`src/rtl/ksa_gen_pkg.sv`:
```
// Shared constants and FSM state type for the RC4 key-scheduling engine.
// KSA_GEN_INIT_EN adds the S[i]=i initialisation state.
package ksa_gen_pkg;

  localparam int unsigned SBOX_DEPTH    = 256;
  localparam int unsigned BYTE_W        = 8;
  localparam int unsigned MAX_KEY_BYTES = 32;
  localparam int unsigned KIDX_W        = $clog2(MAX_KEY_BYTES);
  localparam int unsigned WAIT_W        = 3;

  typedef enum logic [3:0] {
    ST_IDLE,
`ifdef KSA_GEN_INIT_EN
    ST_INIT,
`endif
    ST_RD_SI,
    ST_WAIT_SI,
    ST_CAP_SI,
    ST_RD_SJ,
    ST_WAIT_SJ,
    ST_CAP_SJ,
    ST_WR_I,
    ST_WR_J
  } ksa_state_e;

endpackage

```
`src/rtl/ksa_gen_if.sv`:
```
// Controller handshake plus S-box memory port of the key-scheduling engine.
interface ksa_gen_if #(
  parameter int unsigned KEY_BYTES = 3
);
  import ksa_gen_pkg::*;

  logic                        en;
  logic                        rdy;
  logic [BYTE_W*KEY_BYTES-1:0] key;
  logic [BYTE_W-1:0]           addr;
  logic [BYTE_W-1:0]           rddata;
  logic [BYTE_W-1:0]           wrdata;
  logic                        wren;

  modport master (output en, key, rddata, input rdy, addr, wrdata, wren);
  modport slave  (input en, key, rddata, output rdy, addr, wrdata, wren);

endinterface

```
`src/rtl/ksa_gen_key_sel.sv`:
```
// Latched key storage and wrapping key-byte index; byte 0 is the key MSB.
module ksa_key_sel
  import ksa_gen_pkg::*;
#(
  parameter int unsigned KEY_BYTES = 3
) (
  input  logic                        clk,
  input  logic                        rst,
  input  logic                        load,
  input  logic                        advance,
  input  logic [BYTE_W*KEY_BYTES-1:0] key_in,
  output logic [BYTE_W-1:0]           key_byte
);

  logic [BYTE_W*KEY_BYTES-1:0] key_q, key_d;
  logic [KIDX_W-1:0]           kidx_q, kidx_d;

  always_comb begin
    key_d  = key_q;
    kidx_d = kidx_q;
    if (load) begin
      key_d  = key_in;
      kidx_d = '0;
    end else if (advance) begin
      kidx_d = (kidx_q == KIDX_W'(KEY_BYTES - 1)) ? '0 : kidx_q + KIDX_W'(1);
    end
  end

  always_ff @(posedge clk or posedge rst) begin
    if (rst) begin
      key_q  <= '0;
      kidx_q <= '0;
    end else begin
      key_q  <= key_d;
      kidx_q <= kidx_d;
    end
  end

  always_comb begin
    key_byte = '0;
    for (int unsigned b = 0; b < KEY_BYTES; b++) begin
      if (kidx_q == KIDX_W'(b)) key_byte = key_q[BYTE_W*(KEY_BYTES-1-b) +: BYTE_W];
    end
  end

endmodule

```
`src/rtl/ksa_gen.sv`:
```
// RC4 key-scheduling engine over a single-port 256x8 S-box with RD_LAT read latency.
// KSA_GEN_INIT_EN: each request first writes S[i]=i before scheduling.
module ksa_gen
  import ksa_gen_pkg::*;
#(
  parameter int unsigned KEY_BYTES = 3,
  parameter int unsigned RD_LAT    = 1
) (
  input logic     clk,
  input logic     rst,
  ksa_gen_if.slave bus
);

  ksa_state_e        state_q, state_d;
  logic [8:0]        i_q, i_d;
  logic [BYTE_W-1:0] j_q, j_d, si_q, si_d, sj_q, sj_d;
  logic [WAIT_W-1:0] wcnt_q, wcnt_d;
  logic              rdy_q, rdy_d, wren_q, wren_d;
  logic [BYTE_W-1:0] addr_q, addr_d, wrdata_q, wrdata_d;
  logic              accept, advance;
  logic [BYTE_W-1:0] key_byte;

  ksa_key_sel #(.KEY_BYTES(KEY_BYTES)) u_key_sel (
    .clk      (clk),
    .rst      (rst),
    .load     (accept),
    .advance  (advance),
    .key_in   (bus.key),
    .key_byte (key_byte)
  );

  // Memory-port registers are loaded on the edge that enters the state they
  // belong to, so addr/wren are already valid during that state's cycle.
  always_comb begin
    state_d  = state_q;
    i_d      = i_q;
    j_d      = j_q;
    si_d     = si_q;
    sj_d     = sj_q;
    wcnt_d   = wcnt_q;
    rdy_d    = rdy_q;
    addr_d   = addr_q;
    wrdata_d = wrdata_q;
    wren_d   = wren_q;
    accept   = 1'b0;
    advance  = 1'b0;
    case (state_q)
      ST_IDLE: begin
        if (bus.en) begin
          accept = 1'b1;
          i_d    = '0;
          j_d    = '0;
          rdy_d  = 1'b0;
          addr_d = '0;
`ifdef KSA_GEN_INIT_EN
          state_d  = ST_INIT;
          wrdata_d = '0;
          wren_d   = 1'b1;
`else
          state_d  = ST_RD_SI;
          wren_d   = 1'b0;
`endif
        end
      end
`ifdef KSA_GEN_INIT_EN
      ST_INIT: begin
        if (i_q[7:0] == 8'hFF) begin
          i_d     = '0;
          addr_d  = '0;
          wren_d  = 1'b0;
          state_d = ST_RD_SI;
        end else begin
          i_d      = i_q + 9'd1;
          addr_d   = i_q[7:0] + 8'd1;
          wrdata_d = i_q[7:0] + 8'd1;
        end
      end
`endif
      ST_RD_SI: begin
        wcnt_d  = WAIT_W'(RD_LAT - 1);
        state_d = ST_WAIT_SI;
      end
      ST_WAIT_SI: begin
        if (wcnt_q == '0) begin
          si_d    = bus.rddata;
          j_d     = j_q + bus.rddata + key_byte;
          state_d = ST_CAP_SI;
        end else begin
          wcnt_d = wcnt_q - WAIT_W'(1);
        end
      end
      ST_CAP_SI: begin
        addr_d  = j_q;
        state_d = ST_RD_SJ;
      end
      ST_RD_SJ: begin
        wcnt_d  = WAIT_W'(RD_LAT - 1);
        state_d = ST_WAIT_SJ;
      end
      ST_WAIT_SJ: begin
        if (wcnt_q == '0) begin
          sj_d    = bus.rddata;
          state_d = ST_CAP_SJ;
        end else begin
          wcnt_d = wcnt_q - WAIT_W'(1);
        end
      end
      ST_CAP_SJ: begin
        addr_d   = i_q[7:0];
        wrdata_d = sj_q;
        wren_d   = 1'b1;
        state_d  = ST_WR_I;
      end
      ST_WR_I: begin
        addr_d   = j_q;
        wrdata_d = si_q;
        wren_d   = 1'b1;
        i_d      = i_q + 9'd1;
        advance  = 1'b1;
        state_d  = ST_WR_J;
      end
      ST_WR_J: begin
        wren_d = 1'b0;
        // i has already been advanced, so bit 8 marks the end of iteration 255
        if (i_q[8]) begin
          rdy_d   = 1'b1;
          state_d = ST_IDLE;
        end else begin
          addr_d  = i_q[7:0];
          state_d = ST_RD_SI;
        end
      end
      default: begin
        wren_d  = 1'b0;
        rdy_d   = 1'b1;
        state_d = ST_IDLE;
      end
    endcase
  end

  always_ff @(posedge clk or posedge rst) begin
    if (rst) begin
      state_q  <= ST_IDLE;
      i_q      <= '0;
      j_q      <= '0;
      si_q     <= '0;
      sj_q     <= '0;
      wcnt_q   <= '0;
      rdy_q    <= 1'b1;
      addr_q   <= '0;
      wrdata_q <= '0;
      wren_q   <= 1'b0;
    end else begin
      state_q  <= state_d;
      i_q      <= i_d;
      j_q      <= j_d;
      si_q     <= si_d;
      sj_q     <= sj_d;
      wcnt_q   <= wcnt_d;
      rdy_q    <= rdy_d;
      addr_q   <= addr_d;
      wrdata_q <= wrdata_d;
      wren_q   <= wren_d;
    end
  end

  assign bus.rdy    = rdy_q;
  assign bus.addr   = addr_q;
  assign bus.wrdata = wrdata_q;
  assign bus.wren   = wren_q;

endmodule

```
`src/flat_wrapper.sv`:
```
// flat-port wrapper written by rule: the top's interface ports become plain ports
module ksa_gen_flat import ksa_gen_pkg::*;
#(
  parameter int unsigned KEY_BYTES = 3,
  parameter int unsigned RD_LAT    = 1
)
  (clk, rst, bus_en, bus_key, bus_rddata, bus_rdy, bus_addr, bus_wrdata, bus_wren);
  ksa_gen_if #(.KEY_BYTES(KEY_BYTES)) bus_i ();
  input logic clk;
  input logic rst;
  input wire logic [$bits(bus_i.en)-1:0] bus_en;
  input wire logic [$bits(bus_i.key)-1:0] bus_key;
  input wire logic [$bits(bus_i.rddata)-1:0] bus_rddata;
  output wire logic [$bits(bus_i.rdy)-1:0] bus_rdy;
  output wire logic [$bits(bus_i.addr)-1:0] bus_addr;
  output wire logic [$bits(bus_i.wrdata)-1:0] bus_wrdata;
  output wire logic [$bits(bus_i.wren)-1:0] bus_wren;
  assign bus_i.en = bus_en;
  assign bus_i.key = bus_key;
  assign bus_i.rddata = bus_rddata;
  assign bus_rdy = bus_i.rdy;
  assign bus_addr = bus_i.addr;
  assign bus_wrdata = bus_i.wrdata;
  assign bus_wren = bus_i.wren;
  ksa_gen #(.KEY_BYTES(KEY_BYTES), .RD_LAT(RD_LAT)) u_core (.clk(clk), .rst(rst), .bus(bus_i));
endmodule
```
`config.mk`:
```
export PLATFORM = sky130hd
export DESIGN_NAME = ksa_gen_flat
export DESIGN_NICKNAME = d
export VERILOG_FILES = /design/src/rtl/ksa_gen_pkg.sv /design/src/rtl/ksa_gen_if.sv /design/src/rtl/ksa_gen_key_sel.sv /design/src/rtl/ksa_gen.sv /design/src/flat_wrapper.sv
export SDC_FILE = /design/constraint.sdc
export NUM_CORES = 1
export LEC_CHECK = 0
export BUFFER_PORTS_ARGS = -buffer_cell sky130_fd_sc_hd__buf_2
export CORE_UTILIZATION = 55
export DETAILED_ROUTE_END_ITERATION = 12
export PLACE_DENSITY = 0.88
export RECOVER_POWER = 25
export SLEW_MARGIN = 20
export SYNTH_ARGS = -nofsm -noshare
export SYNTH_HDL_FRONTEND = slang
export SYNTH_SLANG_ARGS = --single-unit
export TNS_END_PERCENT = 30
```
`constraint.sdc`:
```
create_clock -name clk -period 4.14 [get_ports clk]
set_clock_uncertainty 0.15 [all_clocks]
set_input_delay 0.828 -clock clk [delete_from_list [all_inputs] [get_ports clk]]
set_output_delay 0.828 -clock clk [all_outputs]
set_load 0.01 [all_outputs]
```
Yosys cells after proc, flatten, opt, wreduce, memory -nomap -nowiden
Cells that the tools add are included.
{"block": "totals", "register_bits": 87, "elab_cells": 87}
{"block": "classes", "add_sub_neg": 5, "eq_ne": 16, "muxes": 28, "bitwise": 2, "reduce_logical": 24}
{"op": "$mux 8", "n": 6}
{"op": "$pmux 4 s9", "n": 1}
{"op": "$pmux 8 s2", "n": 2}
{"op": "$pmux 8 s4", "n": 1}
{"op": "$pmux 9 s2", "n": 1}
{"op": "$add 8x8->8", "n": 2}
{"op": "$eq 4x3->1 const B", "n": 4}
{"op": "$mux 5", "n": 3}
{"op": "$mux 4", "n": 3}
{"op": "$reduce_and 3->1", "n": 4}
{"op": "$reduce_and 2->1", "n": 5}
{"op": "$reduce_bool 2->1", "n": 5}
{"op": "$add 9x1->9 const B", "n": 1}
{"op": "$mux 9", "n": 1}
{"op": "$eq 4x2->1 const B", "n": 2}
{"op": "$reduce_or 2->1", "n": 4}
{"op": "$reduce_or 7->1", "n": 1}
{"op": "$mux 1", "n": 6}
{"op": "$ne 2x1->1 const B", "n": 3}
{"op": "$ne 2x2->1 const B", "n": 3}
{"op": "$pmux 1 s3", "n": 2}
{"op": "$pmux 3 s2", "n": 1}
{"op": "$add 5x1->5 const B", "n": 1}
{"op": "$eq 5x1->1 const B", "n": 1}
{"op": "other kinds (11)", "n": 12}

Logic depth before layout (Yosys ltp)
Gate-level depths: netlist of run 1.
{"block": "depth", "ltp_word": 7, "depth_mapped": 17, "ltp_nobuf": 16}

Modules after synthesis
Synthesis of run 1 repeated with hierarchy kept, for this count alone.
{"block": "hier_totals", "cells_unflattened": 407, "hier_area_um2": 4370.4}
{"mod": "ksa_gen", "n_inst": 1, "cells_each": 296, "area_each_um2": 2982.9, "seq_area_each_um2": 1452.6}
{"mod": "ksa_key_sel", "n_inst": 1, "cells_each": 111, "area_each_um2": 1387.6, "seq_area_each_um2": 725.7}

Least setup slack after synthesis of run 1
OpenSTA, ideal clock, no wires.
{"block": "synth_timing", "path_kind": "register to register", "from": "reg u_core.u_key_sel.kidx_q[2]", "to": "reg u_core.j_q[7]", "t_arrival_ns": 3.114, "required_ns": 3.869, "setup_slack_ns": 0.755, "stages_incl_launch_ff": 16, "path_buffers": 0, "period_less_slack_ns": 3.385, "path_cell_list": "dfrtp_1 > or3_1 > nor3b_2 > a22oi_1 > nor2_1 > a21oi_1 > fa_1 > inv_1 > ha_1 > inv_1 > fa_1 > nand2b_1 > a21oi_1 > o22ai_1 > xnor2_1 > o21ai_1"}
{"block": "synth_between", "elab_chain_len": 7, "elab_cells_between_ends": 9, "classes_between": "add/sub (1); eq/ne (2); mux (5); reduce/logical (1)"}
{"element": "start: declaration", "line_no": "ksa_gen_key_sel.sv:16", "source": "logic [KIDX_W-1:0] kidx_q, kidx_d;"}
{"element": "start signal: assignment", "line_no": "ksa_gen_key_sel.sv:35", "source": "kidx_q <= kidx_d;"}
{"element": "$logic_not 5->1", "line_no": "ksa_gen_key_sel.sv:42", "source": "if (kidx_q == KIDX_W'(b)) key_byte = key_q[BYTE_W*(KEY_BYTES-1-b) +: BYTE_W];"}
{"element": "$mux 8 (2 in a row)", "line_no": "ksa_gen_key_sel.sv:42"}
{"element": "$mux 8 *", "line_no": "ksa_gen_key_sel.sv:42"}
{"element": "$add 8x8->8 *", "line_no": "ksa_gen.sv:86", "source": "j_d = j_q + bus.rddata + key_byte;"}
{"element": "$mux 8 *", "line_no": "ksa_gen.sv:84", "source": "if (wcnt_q == '0) begin"}
{"element": "$pmux 8 s2 *", "line_no": "ksa_gen.sv:47", "source": "case (state_q)"}
{"element": "end signal: assignment", "line_no": "ksa_gen.sv:156", "source": "j_q <= j_d;"}
{"element": "end: declaration", "line_no": "ksa_gen.sv:16", "source": "logic [BYTE_W-1:0] j_q, j_d, si_q, si_d, sj_q, sj_d;"}
Mark *: on every way between the ends. The rest lies on a longest branch, timed or not. The select of a mux whose other input is x is not followed.
A chain may end at the register's enable or synchronous reset.

Final worst setup path of run 1
Ends and elaborated chain as after synthesis.

==> impl_metrics.tcl, run 1 <==
set metrics [dict create \
    outcome "complete, but fails checks" \
    violated_checks "capacitance limit, slew limit" \
    die_x_um 92.3 \
    global_route.overflow_total 0 \
    totalNegativeSetupSlack_ns 0 \
    critPathMaxFanout 7 \
    detail_routed_via_count_per_cell 5.45 \
    dp.final_hpwl_um 6570 \
    num-nets-final 581 \
    worst_hold_slack_ns 0.332 \
    placementRows 32 \
    timing.critical_path.max_delay_family "simple AND/OR/NAND/NOR gates" \
    grt_max_degree 44 \
    ff2ff_setup_slack_ns 0.39 \
    async_reset_ff_share_pct 100 \
    crit_path_dat_ns 3.84 \
    layout-drive-gt1-share_pct 15.8 \
    worst_skew_pair.late_latency_ns 0.36 \
    largest_stage_delay_on_the_critical_path_ns 0.44 \
    yosysSeqAreaShare_pct 48.6 \
    route.detailed.wl_per_inst_um 14.4 \
    path_clk_slew_ns 0.08 \
    mostFrequentLayoutCells "123 x nand2_1, 86 x dfrtp_1, 52 x buf_2" \
    synth_cells 481 \
    endpoint_kind "flip-flop" \
    num_io_pins 53 \
    global_route.usage.total_pct 23.4 \
    synth_edf_count 0 \
    area_growth_syn_to_layout_pct 10.1 \
    gp_congestion 0.891 \
    floorplan.initialDensity_pct 57.4 \
    worst-setup-path-type "reg -> reg" \
    worst_supply_voltage_drop_on_vdd_mv 0.281 \
    highest_attainable_clock_frequency_mhz 267 \
    worst_setup_path_start_kind "flip-flop" \
    height_of_the_chip_um 92.3 \
    yosys.cell_types.count 52 \
    wl_final_um 9100 \
    worstHoldPathCells 2 \
    wire_length_of_the_first_global_routing_pass_um 15700 \
    detail-route-antenna-nets 0 \
    use_met3_pct 4.48 \
    critical_path_buf_inv_count 2 \
    placeableCoreArea_um2 7810 \
    worst-r2r-cell-count 15 \
    slowest_stage "dfrtp_1" \
    initial_antenna_violation_count 0 \
    final_hold_viol_count 0 \
    top_usage_layer "met2" \
    clock_sink_count 87 \
    cts.path.max_buffers 2 \
    detail_route.iter0.violations 126 \
    hold-path-endpoint "u_core.bus.wrdata[7]" \
    numCtsBuffers 9 \
    worstMarginPinSlew_ns 1.86 \
    detailroute.via_count 3446 \
    timing.max_slew.rel_slack_pct -24.7 \
    synth.cell_area_um2 4480 \
    power.density_cell_area_nw_per_um2 741 \
    worstReg2RegEnd "u_core.j_q[7]" \
    h_tree_level_count 3 \
    global_route.usage.met1_pct 31.0 \
    dpl-instance-area_um2 4770 \
    post_synth.cell_area_avg_um2 9.32 \
    num-fill-cells 672 \
    drt_drc_violations_left 0 \
    post_cts_buffers 0 \
    max-cap-violations 1 \
    antenna_cells_inserted 0 \
    via_count_of_the_first_global_routing_pass 3495 \
    final_cell_area_um2 4930 \
    post_cts_resize_count 0 \
    post_cts_hold_buffer_count 0 \
    required_ns 4.23 \
    tritoncts "done" \
    finalCritPeriodShare_pct 90.6 \
    synth_seq_cells 87 \
    static-leakage-power_uw 0.00251 \
    holdCritPathClass "reg -> reg" \
    final_util_pct 63.2 \
    drt-pass1-iter-count 4 \
    grt_setup_unrepaired "false" \
    synth_top_flop_cell "dfrtp_1" \
    setup_violations 0 \
    synthesized_netlist_net_count 537 \
    die_area_um2 8510 \
    tmin_final_ns 3.75 \
    cts_root_buffer "clkbuf_8" \
    layout.cells.most_common "nand2_1" \
    worstReg2RegStart "u_core.u_key_sel.kidx_q[2]" \
    io_buffers 52 \
    synth_warnings 0 \
    critical_path.cell_chain "or3_1, nor3b_2, a22oi_1, nor2_1, a21oi_1, fa_1, inv_1, ha_1, inv_1, fa_1, nand2b_1, a21oi_1, o22ai_1, xnor2_1, o21ai_1" \
    maxSlewViolCount 44 \
    groute.layer.met2.usage_pct 38.2 \
    hold_path_startpoint "u_core.bus.wrdata[7]" \
]
## worst max-delay path by stage
stage / end / startpoint / slack [ns] / depth (start not counted)
2_1_floorplan: u_core.j_q[7] / u_core.u_key_sel.kidx_q[2] / 0.76 / 15
3_3_place_gp: u_core.j_q[7] / u_core.u_key_sel.kidx_q[2] / 0.57 / 15
3_5_place_dp: u_core.j_q[7] / u_core.u_key_sel.kidx_q[2] / 0.40 / 15
4_1_cts: u_core.j_q[7] / u_core.u_key_sel.kidx_q[2] / 0.38 / 15
5_1_grt: u_core.j_q[7] / u_core.u_key_sel.kidx_q[2] / 0.06 / 15
6_report: u_core.j_q[7] / u_core.u_key_sel.kidx_q[2] / 0.39 / 15
## flip-flops by register name (all words and copies together) (netlist names)
signal,count
u_core.sj_q,8
u_core.si_q,8
u_core.state_q,4
u_core.wcnt_q,3
u_core.u_key_sel.kidx_q,5
u_core.bus.wrdata,8
u_core.j_q,8
u_core.i_q,9
u_core.bus.addr,8
u_core.bus.wren,1
u_core.bus.rdy,1
u_core.u_key_sel.key_q,24
## kinds of logic (layout without fill, tap and decap cells)
kind of cell | count (synthesis) | in the layout | synth area share [%]
XOR/XNOR | 12 | 12 | 2.35
multiplexers | 18 | 18 | 4.10
flip-flops | 87 | 87 | 48.6
AO/OA/AOI/OAI | 94 | 94 | 12.5
buffers and inverters | 57 | 106 | 5.78
AND/OR/NAND/NOR | 192 | 192 | 19.5
adder cells (fa/ha/maj) | 21 | 21 | 7.20
## where the power goes
| part | total [uW] | internal [uW] | switching (uW) |
|---|---|---|---|
| Combinational | 1630 | 690 | 940 |
| Clock | 524 | 235 | 289 |
| Sequential | 1500 | 1190 | 311 |
## metal layers
layer  vias to the layer above  routed length, um
met1                      1644               4000
met2                       102               4490
li1                       1675                  -
met4                         0                200
met5                         -                  0
met3                        25                411
## final cells by class
class | instances | area, um2 | area share (%)
repair buffers | 54 | 272 | 5.50
well taps | 102 | 128 | 2.59
clock inverters | 3 | 18.8 | 0.381
flip-flops and latches | 87 | 2180 | 44.2
inverters | 36 | 141 | 2.87
multi-input cells | 337 | 2050 | 41.5
clock buffers | 13 | 149 | 3.02
## cells in the mapped netlist, types with 2 or more instances
cell type / number / area (um2)
a21oi_1: 20 / 100
a22o_1: 3 / 26.3
a22oi_1: 16 / 120
buf_2: 5 / 25.0
buf_6: 4 / 45.0
clkbuf_1: 11 / 41.3
dfrtp_1: 86 / 2150
fa_1: 8 / 160
ha_1: 13 / 163
inv_1: 35 / 131
mux2_2: 3 / 33.8
mux2i_1: 15 / 150
nand2_1: 123 / 462
nand2_4: 2 / 22.5
nand2b_1: 5 / 31.3
nand3_1: 5 / 25.0
nand3b_1: 5 / 37.5
nand4_1: 4 / 25.0
nor2_1: 28 / 105
nor3_1: 4 / 20.0
nor3_4: 2 / 32.5
nor3b_1: 2 / 15.0
o21ai_0: 32 / 160
o21ai_1: 12 / 60.1
xnor2_1: 3 / 26.3
xor2_1: 9 / 78.8
## worst reg2reg max path: stages, from the launching register on
cell      delay [ns]
dfrtp_1         0.44
or3_1           0.42
nor3b_2         0.43
a22oi_1         0.17
nor2_1          0.12
a21oi_1         0.06
fa_1            0.44
inv_1           0.06
ha_1            0.18
inv_1           0.06
fa_1            0.39
nand2b_1        0.20
a21oi_1         0.18
o22ai_1         0.12
xnor2_1         0.15
o21ai_1         0.07
## per-stage QoR
step | setup slack, ns | std cells | total power (uW)
4_1_cts | 0.382 | 632 | 3660
3_3_place_gp | 0.565 | 616 | 3010
5_1_grt | 0.0609 | 632 | 3980
6_report | 0.389 | 632 | 3650
3_5_place_dp | 0.403 | 616 | 3120
2_1_floorplan | 0.755 | 481 | 2730
Power figures use the tool's default switching activity.
==> run 2: changes to the inputs <==
--- a/config.mk
+++ b/config.mk
@@ -6,9 +6,10 @@
 export NUM_CORES = 1
 export LEC_CHECK = 0
 export BUFFER_PORTS_ARGS = -buffer_cell sky130_fd_sc_hd__buf_2
-export CORE_UTILIZATION = 55
+export CORE_ASPECT_RATIO = 0.9
+export CORE_UTILIZATION = 56
 export DETAILED_ROUTE_END_ITERATION = 12
-export PLACE_DENSITY = 0.88
+export PLACE_DENSITY = 0.89
 export RECOVER_POWER = 25
 export SLEW_MARGIN = 20
 export SYNTH_ARGS = -nofsm -noshare
==> impl_metrics.tcl, run 2 (synthesis results as in run 1) <==
set metrics [dict create \
    maxSlewViolCount 65 \
    numCtsBuffers 9 \
    endpoint_kind "flip-flop" \
    io_buffers 52 \
    num_io_pins 53 \
    grt_max_degree 65 \
    post_cts_buffers 0 \
    via_count_of_the_first_global_routing_pass 3351 \
    largest_reg_flops 24 \
    post_cts_hold_buffer_count 0 \
    worstMarginPinSlew_ns 2.33 \
    route.detailed.wl_per_inst_um 14.5 \
    grt_setup_unrepaired "false" \
    gp_congestion 0.838 \
    worst_slack_ns 0.401 \
    detail_routed_via_count_per_cell 5.58 \
    worst-setup-path-type "reg -> reg" \
    clock_sink_count 87 \
    wire_length_of_the_first_global_routing_pass_um 15500 \
    layout-drive-gt1-share_pct 16.3 \
    path_clk_slew_ns 0.08 \
    dp_worst_setup_slack_ns 0.441 \
    worst_skew_pair.late_latency_ns 0.37 \
    violated_checks "capacitance limit, slew limit" \
    timing.max_slew.rel_slack_pct -55.5 \
    cts_root_buffer "clkbuf_8" \
    initial_antenna_violation_count 0 \
    holdCritPathClass "reg -> reg" \
    dp.final_hpwl_um 6340 \
    worst_supply_voltage_drop_on_vdd_mv 0.376 \
    outcome "complete, but fails checks" \
    static-leakage-power_uw 0.00253 \
    h_tree_level_count 3 \
    die_area_um2 8370 \
    required_ns 4.24 \
    placeableCoreArea_um2 7660 \
    floorplan.initialDensity_pct 58.5 \
    wl_final_um 9070 \
    cts.path.max_buffers 2 \
    drt-pass1-iter-count 6 \
    die_x_um 96.3 \
    detailroute.via_count 3486 \
    reg_top3 "u_core.u_key_sel.key_q: 24 flops, u_core.i_q: 9 flops" \
    antenna_cells_inserted 0 \
    top_register "u_core.u_key_sel.key_q" \
    tritoncts "done" \
    setup_violations 0 \
    mostFrequentLayoutCells "123 x nand2_1, 86 x dfrtp_1, 52 x buf_2" \
    slowest_stage "dfrtp_1" \
    critPathMaxFanout 7 \
    global_route.usage.total_pct 24.3 \
    layout.cells.most_common "nand2_1" \
    global_route.overflow_total 0 \
    highest_attainable_clock_frequency_mhz 267 \
    totalNegativeSetupSlack_ns 0 \
    critical_path.cell_chain "or3_1, nor3b_2, a22oi_1, nor2_1, a21oi_1, fa_1, inv_1, ha_1, inv_1, fa_1, nand2b_1, a21oi_1, o22ai_1, xnor2_1, o21ai_1" \
    detail_route.iter0.violations 214 \
    worst_setup_path_start_kind "flip-flop" \
    tmin_final_ns 3.74 \
    num-nets-final 580 \
    max-cap-violations 1 \
    area_growth_syn_to_layout_pct 11.2 \
    drt_drc_violations_left 0 \
    detail-route-antenna-nets 0 \
    final_util_pct 65.1 \
    crit_path_dat_ns 3.84 \
    finalCritPeriodShare_pct 90.3 \
    placementRows 30 \
    final_hold_viol_count 0 \
    largest_stage_delay_on_the_critical_path_ns 0.45 \
    height_of_the_chip_um 86.9 \
    post_cts_resize_count 0 \
    power.density_cell_area_nw_per_um2 762 \
]
==> run 2: cell types whose count changed in the layout (fill, tap and decap cells not counted) <==
cell        before  now
clkinvlp_2       1    0
clkinvlp_4       0    2
inv_6            0    1
inv_1           34   35
bufinv_16        0    2
clkbuf_1         4    0
clkinv_2         2    0
==> run 2: layout make-up <==
type,instances,area [um2]
multi-input cells,337,2050
flip-flops and latches,87,2180
fillers,618,2680
clock inverters,6,92.6
repair buffers,53,268
clock buffers,10,138
well taps,96,120
inverters,36,140
==> run 2: final timing paths <==
kind	slack, ns	start	cells after the start	end
setup reg to reg	0.40	u_core.u_key_sel.kidx_q[2]	15	u_core.j_q[7]
hold reg to reg	0.33	u_core.wcnt_q[0]	1	u_core.wcnt_q[0]
hold / removal	0.33	u_core.wcnt_q[0]	1	u_core.wcnt_q[0]
min in group asynchronous	1.08	rst	2	u_core.u_key_sel.key_q[3]
setup / recovery	0.40	u_core.u_key_sel.kidx_q[2]	15	u_core.j_q[7]
max in group asynchronous	1.40	rst	2	u_core.i_q[1]
==> run 2: critical path: cells and delay by family (launching register included) <==
family | cells | cell delay (ns)
xor+xnor | 1 | 0.14
fa+ha+maj | 3 | 1.00
simple gates | 4 | 1.15
flops | 1 | 0.45
buf+inv | 2 | 0.14
compound gates | 5 | 0.61
==> run 2: per-layer routing <==
layer,global-route usage [%],wire (um),vias to the layer above
met5,0,0,-
met4,9.22,203,0
met3,4.80,432,28
met2,39.7,4380,114
met1,32.1,4050,1659
li1,-,-,1685
==> run 2: per-stage QoR <==
| stage | hold WS (ns) | power (uW) | cells | area [um2] |
|---|---|---|---|---|
| floorplan | 0.290 | 2730 | 481 | 4480 |
| global placement | 0.305 | 3020 | 609 | 4750 |
| detailed placement | 0.319 | 3120 | 609 | 4750 |
| CTS | 0.335 | 3810 | 625 | 4980 |
| global route | 0.353 | 4120 | 625 | 4980 |
| finish | 0.329 | 3790 | 625 | 4980 |
==> run 2: power breakdown <==
part	switching [uW]	total [uW]	internal, uW
sequential	309	1500	1190
combinational	939	1630	690
clock	310	669	359
